===== src/rtl/uart_tx_fifo_pkg.sv =====
// Shared types and defaults for the UART transmit queue and its start sequencer.
package uart_tx_fifo_pkg;

  localparam int unsigned DefaultDepth = 16;
  localparam int unsigned ByteW        = 8;

  typedef enum logic [1:0] {
    StIdle  = 2'd0,
    StStart = 2'd1,
    StSend  = 2'd2
  } tx_state_e;

endpackage


===== src/rtl/uart_tx_fifo_sync_fifo.sv =====
// Synchronous FIFO with a combinational head, separate level counter and sticky overflow flag.
module sync_fifo
  import uart_tx_fifo_pkg::*;
#(
  parameter int unsigned Width = ByteW,
  parameter int unsigned Depth = DefaultDepth
) (
  input  logic                     clk_i,
  input  logic                     reset_i,
  input  logic                     flush_i,
  input  logic                     push_i,
  input  logic                     pop_i,
  input  logic [Width-1:0]         din_i,
  output logic [Width-1:0]         dout_o,
  output logic                     full_o,
  output logic                     empty_o,
  output logic [$clog2(Depth):0]   level_o,
  output logic                     overflow_o
);

  localparam int unsigned AddrW = $clog2(Depth);

  logic [Width-1:0] mem_q [Depth];
  logic [AddrW-1:0] wptr_q, rptr_q;
  logic [AddrW:0]   level_q;
  logic             ovf_q;
  logic             push_ok, pop_ok;

  assign full_o     = (level_q == (AddrW+1)'(Depth));
  assign empty_o    = (level_q == '0);
  assign level_o    = level_q;
  assign overflow_o = ovf_q;
  assign dout_o     = mem_q[rptr_q];

  // No pass-through: a push into a full queue is dropped even if a pop happens the same cycle.
  assign push_ok = push_i && !full_o;
  assign pop_ok  = pop_i && !empty_o;

  always_ff @(posedge clk_i) begin
    if (reset_i || flush_i) begin
      wptr_q  <= '0;
      rptr_q  <= '0;
      level_q <= '0;
      ovf_q   <= 1'b0;
    end else begin
      if (push_ok) wptr_q <= wptr_q + AddrW'(1);
      if (pop_ok)  rptr_q <= rptr_q + AddrW'(1);
      unique case ({push_ok, pop_ok})
        2'b10:   level_q <= level_q + (AddrW+1)'(1);
        2'b01:   level_q <= level_q - (AddrW+1)'(1);
        default: level_q <= level_q;
      endcase
      if (push_i && full_o) ovf_q <= 1'b1;
    end
  end

  always_ff @(posedge clk_i) begin
    if (push_ok) mem_q[wptr_q] <= din_i;
  end

endmodule


===== src/rtl/uart_tx_fifo.sv =====
// Byte queue feeding a Uart8 transmitter: pops one byte per frame and holds txStart until busy.
module uart_tx_fifo
  import uart_tx_fifo_pkg::*;
#(
  parameter int unsigned Depth = DefaultDepth
) (
  input  logic                   clk_i,
  input  logic                   reset_i,
  input  logic                   en_i,
  input  logic                   flush_i,
  input  logic                   wr_en_i,
  input  logic [ByteW-1:0]       wr_data_i,
  output logic                   full_o,
  output logic                   empty_o,
  output logic [$clog2(Depth):0] level_o,
  output logic                   overflow_o,
  output logic                   tx_start_o,
  output logic [ByteW-1:0]       tx_in_o,
  input  logic                   tx_busy_i,
  input  logic                   tx_done_i
);

  tx_state_e        state_q, state_d;
  logic             tx_start_q, tx_start_d;
  logic [ByteW-1:0] tx_in_q, tx_in_d;
  logic             pop;
  logic [ByteW-1:0] head;
  logic             unused_tx_done;

  // Frame completion is keyed on tx_busy_i falling.
  assign unused_tx_done = tx_done_i;

  sync_fifo #(
    .Width(ByteW),
    .Depth(Depth)
  ) u_fifo (
    .clk_i     (clk_i),
    .reset_i   (reset_i),
    .flush_i   (flush_i),
    .push_i    (wr_en_i),
    .pop_i     (pop),
    .din_i     (wr_data_i),
    .dout_o    (head),
    .full_o    (full_o),
    .empty_o   (empty_o),
    .level_o   (level_o),
    .overflow_o(overflow_o)
  );

  always_comb begin
    state_d    = state_q;
    tx_start_d = tx_start_q;
    tx_in_d    = tx_in_q;
    pop        = 1'b0;
    unique case (state_q)
      StIdle: begin
        if (en_i && !empty_o && !tx_busy_i) begin
          pop        = 1'b1;
          tx_in_d    = head;
          tx_start_d = 1'b1;
          state_d    = StStart;
        end
      end
      StStart: begin
        if (tx_busy_i) begin
          tx_start_d = 1'b0;
          state_d    = StSend;
        end
      end
      StSend: begin
        if (!tx_busy_i) state_d = StIdle;
      end
      default: state_d = StIdle;
    endcase
  end

  // flush_i leaves the sequencer alone so an in-flight frame completes.
  always_ff @(posedge clk_i) begin
    if (reset_i) begin
      state_q    <= StIdle;
      tx_start_q <= 1'b0;
      tx_in_q    <= '0;
    end else begin
      state_q    <= state_d;
      tx_start_q <= tx_start_d;
      tx_in_q    <= tx_in_d;
    end
  end

  assign tx_start_o = tx_start_q;
  assign tx_in_o    = tx_in_q;

endmodule


===== config.mk =====
export PLATFORM = sky130hd
export DESIGN_NAME = uart_tx_fifo
export DESIGN_NICKNAME = d
export VERILOG_FILES = /design/src/rtl/uart_tx_fifo_pkg.sv /design/src/rtl/uart_tx_fifo_sync_fifo.sv /design/src/rtl/uart_tx_fifo.sv
export SDC_FILE = /design/constraint.sdc
export NUM_CORES = 1
export LEC_CHECK = 0
export CAP_MARGIN = 20
export CORE_MARGIN = 1.5
export CORE_UTILIZATION = 32
export DETAILED_ROUTE_END_ITERATION = 10
export GPL_TIMING_DRIVEN = 0
export SKIP_CTS_REPAIR_TIMING = 1
export SLEW_MARGIN = 20
export SYNTH_ARGS = -nofsm -noshare
export SYNTH_HDL_FRONTEND = slang
export SYNTH_SLANG_ARGS = --single-unit
export TNS_END_PERCENT = 5

===== constraint.sdc =====
create_clock -name clk_i -period 3.55 [get_ports clk_i]
set_clock_uncertainty 0.05 [all_clocks]
set_input_delay 0.71 -clock clk_i [delete_from_list [all_inputs] [get_ports clk_i]]
set_output_delay 0.71 -clock clk_i [all_outputs]
set_load 0.05 [all_outputs]

==> flow_metrics.env, run 1 <==
export IMPL_cts_tree="done"
export IMPL_crit_fanout=10
export IMPL_area_growth_pct=19.7
export IMPL_yosys_warnings=0
export IMPL_outcome="completed"
export IMPL_yosysTopAreaCellShare=0.621
export IMPL_drc_errors=0
export IMPL_min_period_ns=3.33
export IMPL_fin_crit_sh=0.938
export IMPL_p_leak_nw=2.36
export IMPL_clk_latency_ns=0.41
export IMPL_power_density_nw_per_um2=515
export IMPL_tightestPinTransition_ns=1.04
export IMPL_hp_class="flip-flop to flip-flop"
export IMPL_antenna_found_initial=0
export IMPL_ctsLongestPathBuffers=2
export IMPL_num_rows=50
export IMPL_overflow=0
export IMPL_worstPathRequired_ns=3.84
export IMPL_layout_common_cells="128 x edfxtp_1, 47 x mux2i_1, 43 x nor2_1"
export IMPL_die_h_um=142
export IMPL_finalNonFillerCells=710
export IMPL_dp_slack_ns=-0.195
export IMPL_cp_end_kind="flip-flop"
export IMPL_fp_coreArea_um2=18800
export IMPL_grt_pass1_vias=3511
export IMPL_syn_cell_area_um2=6190
export IMPL_gp_congestion=0.781
export IMPL_cts_sinks=153
export IMPL_grt_max_degree=17
export IMPL_io_pins=32
export IMPL_synthDistinctLibCells=43
export IMPL_layout_commonest_cell="edfxtp_1"
export IMPL_drtIter0Drc=263
export IMPL_register_area_um2=4340
export IMPL_place_hpwl_um=8820
export IMPL_synth_seq_cells=153
export IMPL_setup_ws_ns=0.221
export IMPL_num_vias=3382
export IMPL_async_reset_ff_frac=0
export IMPL_fin_area_um2=7410
export IMPL_slew_viol_final=0
export IMPL_multi_input_area_um2=1740
export IMPL_grt_usage=0.141
export IMPL_syn_area_per_cell_um2=16.0
export IMPL_startpoint_type="input port"
export IMPL_nets=462
export IMPL_dieArea_um2=20200
export IMPL_clk_pin_slew_ns=0.06
export IMPL_slew_headroom=0.301
export IMPL_utilization=0.394
export IMPL_fmax_ghz=0.300
export IMPL_h_tree_depth=4
export IMPL_yosys_area_top_type="edfxtp_1"
export IMPL_setup_viol=0
export IMPL_nFillCells=1706
export IMPL_die_width_um=142
export IMPL_postSynthCellCount=386
export IMPL_routed_wl_um=13200
export IMPL_cts_buffers=17
export IMPL_cts_root_buf="clkbuf_16"
export IMPL_cp_arrival_ns=3.62
export IMPL_antenna_left=0
export IMPL_dr_pass1_iters=4
export IMPL_ys_seq_area_frac=0.702
export IMPL_io_buffers=30
export IMPL_synthFlopType="edfxtp_1"
export IMPL_dpl_cell_area_um2=6850
export IMPL_viasPerCell=4.76
export IMPL_final_hold_violation_count=0
export IMPL_drive_above_1_share=0.156
export IMPL_synthTopCellsByArea="edfxtp_1 62%, dfxtp_1 8.1%, mux2i_1 7.6%, mux4_2 3.3%, nor2_1 2.6%"
export IMPL_synth_edf_count=128
export IMPL_grt_pass1_wl_um=20400
export IMPL_rsz0062_at_grt="false"
export IMPL_synth_nets=411
export IMPL_detail_route_wl_per_cell_um=18.5
export IMPL_cap_violations=0
export IMPL_diodes=0
export IMPL_worstSetupPathType="input port to flip-flop"
export IMPL_dp_cells=678
export IMPL_vdd_ir_drop_worst_mv=0.345
export IMPL_initial_utilization=0.329
==> path summary, 6_finish.rpt <==
| kind | startpoint | end | slack, ns | cells past startpoint |
|---|---|---|---|---|
| setup / recovery | tx_busy_i | u_fifo.level_o[4] | 0.22 | 10 |
| hold / removal | u_fifo.overflow_o | u_fifo.overflow_o | 0.43 | 2 |
| setup reg to reg | u_fifo.level_o[0] | u_fifo.level_o[4] | 0.58 | 9 |
| hold reg to reg | u_fifo.overflow_o | u_fifo.overflow_o | 0.43 | 2 |
==> layout make-up <==
cell class,count,share of cell area
Multi-Input combinational cell,208,0.234
Clock buffer,19,0.0584
Timing Repair Buffer,32,0.0425
Tap cell,260,0.0439
Clock inverter,13,0.0174
Buffer,21,0.0159
Inverter,4,0.00202
Sequential cell,153,0.586
==> where the power goes <==
group	switching [mW]	internal [mW]
clock	0.672	1.03
sequential	0.00813	1.96
combinational	0.0981	0.0499
==> worst max-delay path: stages <==
cell             delay [ns]
clkdlybuf4s50_1        0.47
nor4b_2                0.41
a21boi_2               0.27
buf_2                  0.29
ha_1                   0.33
ha_1                   0.31
a21o_1                 0.19
a21oi_1                0.17
mux2i_1                0.26
mux2i_1                0.21
==> cells by family after synthesis <==
family / count (synthesis) / synth area share
flops: 153 / 0.702
xor+xnor: 10 / 0.0141
simple gates: 84 / 0.0643
compound gates: 46 / 0.0600
mux: 58 / 0.117
buf+inv: 25 / 0.0214
fa+ha+maj: 10 / 0.0214
==> flip-flops by register name, summed over array words and instances, names as in the netlist <==
name and cells:
u_fifo.mem_q 128, tx_in_o 8, u_fifo.level_o 5, u_fifo.rptr_q 4, u_fifo.wptr_q 4, state_q 2, tx_start_o 1, u_fifo.overflow_o 1
==> layer usage <==
metal | share of wire | vias to the layer above | global-route usage | wire length, um
li1 | - | 1597 | - | -
met1 | 0.41 | 1693 | 0.170 | 5370
met4 | 0.029 | 0 | 0.0700 | 379
met2 | 0.52 | 72 | 0.236 | 6790
met3 | 0.047 | 20 | 0.0363 | 618
met5 | 0 | - | 0 | 0
==> synth_stat cells (all sizes together) (3+ instances only) <==
cell / instances
a21oi: 5
a22oi: 3
a311oi: 8
buf: 17
clkbuf: 4
dfxtp: 25
edfxtp: 128
ha: 9
inv: 4
mux2i: 47
mux4: 11
nand2: 11
nand3b: 3
nor2: 43
nor2b: 3
nor3: 9
o211ai: 4
o22ai: 21
xnor2: 4
xor2: 6
==> per-stage QoR <==
step,power (mW),setup TNS (ns),hold slack [ns]
3_3_place_gp,2.15,-3.25,0.402
6_report,3.82,0,0.427
2_1_floorplan,2.08,0,0.478
3_5_place_dp,2.16,-0.195,0.417
4_1_cts,3.85,0,0.431
5_1_grt,3.93,0,0.477
Note: power is estimated with default switching activity, not from simulation.
==> run 2, diff against run 1 <==
--- a/config.mk
+++ b/config.mk
@@ -5,6 +5,7 @@
 export SDC_FILE = /design/constraint.sdc
 export NUM_CORES = 1
 export LEC_CHECK = 0
+export ABC_CLOCK_PERIOD_IN_PS = 3550
 export CAP_MARGIN = 20
 export CORE_MARGIN = 1.5
 export CORE_UTILIZATION = 32
==> results of run 2 <==
Final layout, timing and power as in run 1 (identical DEF).
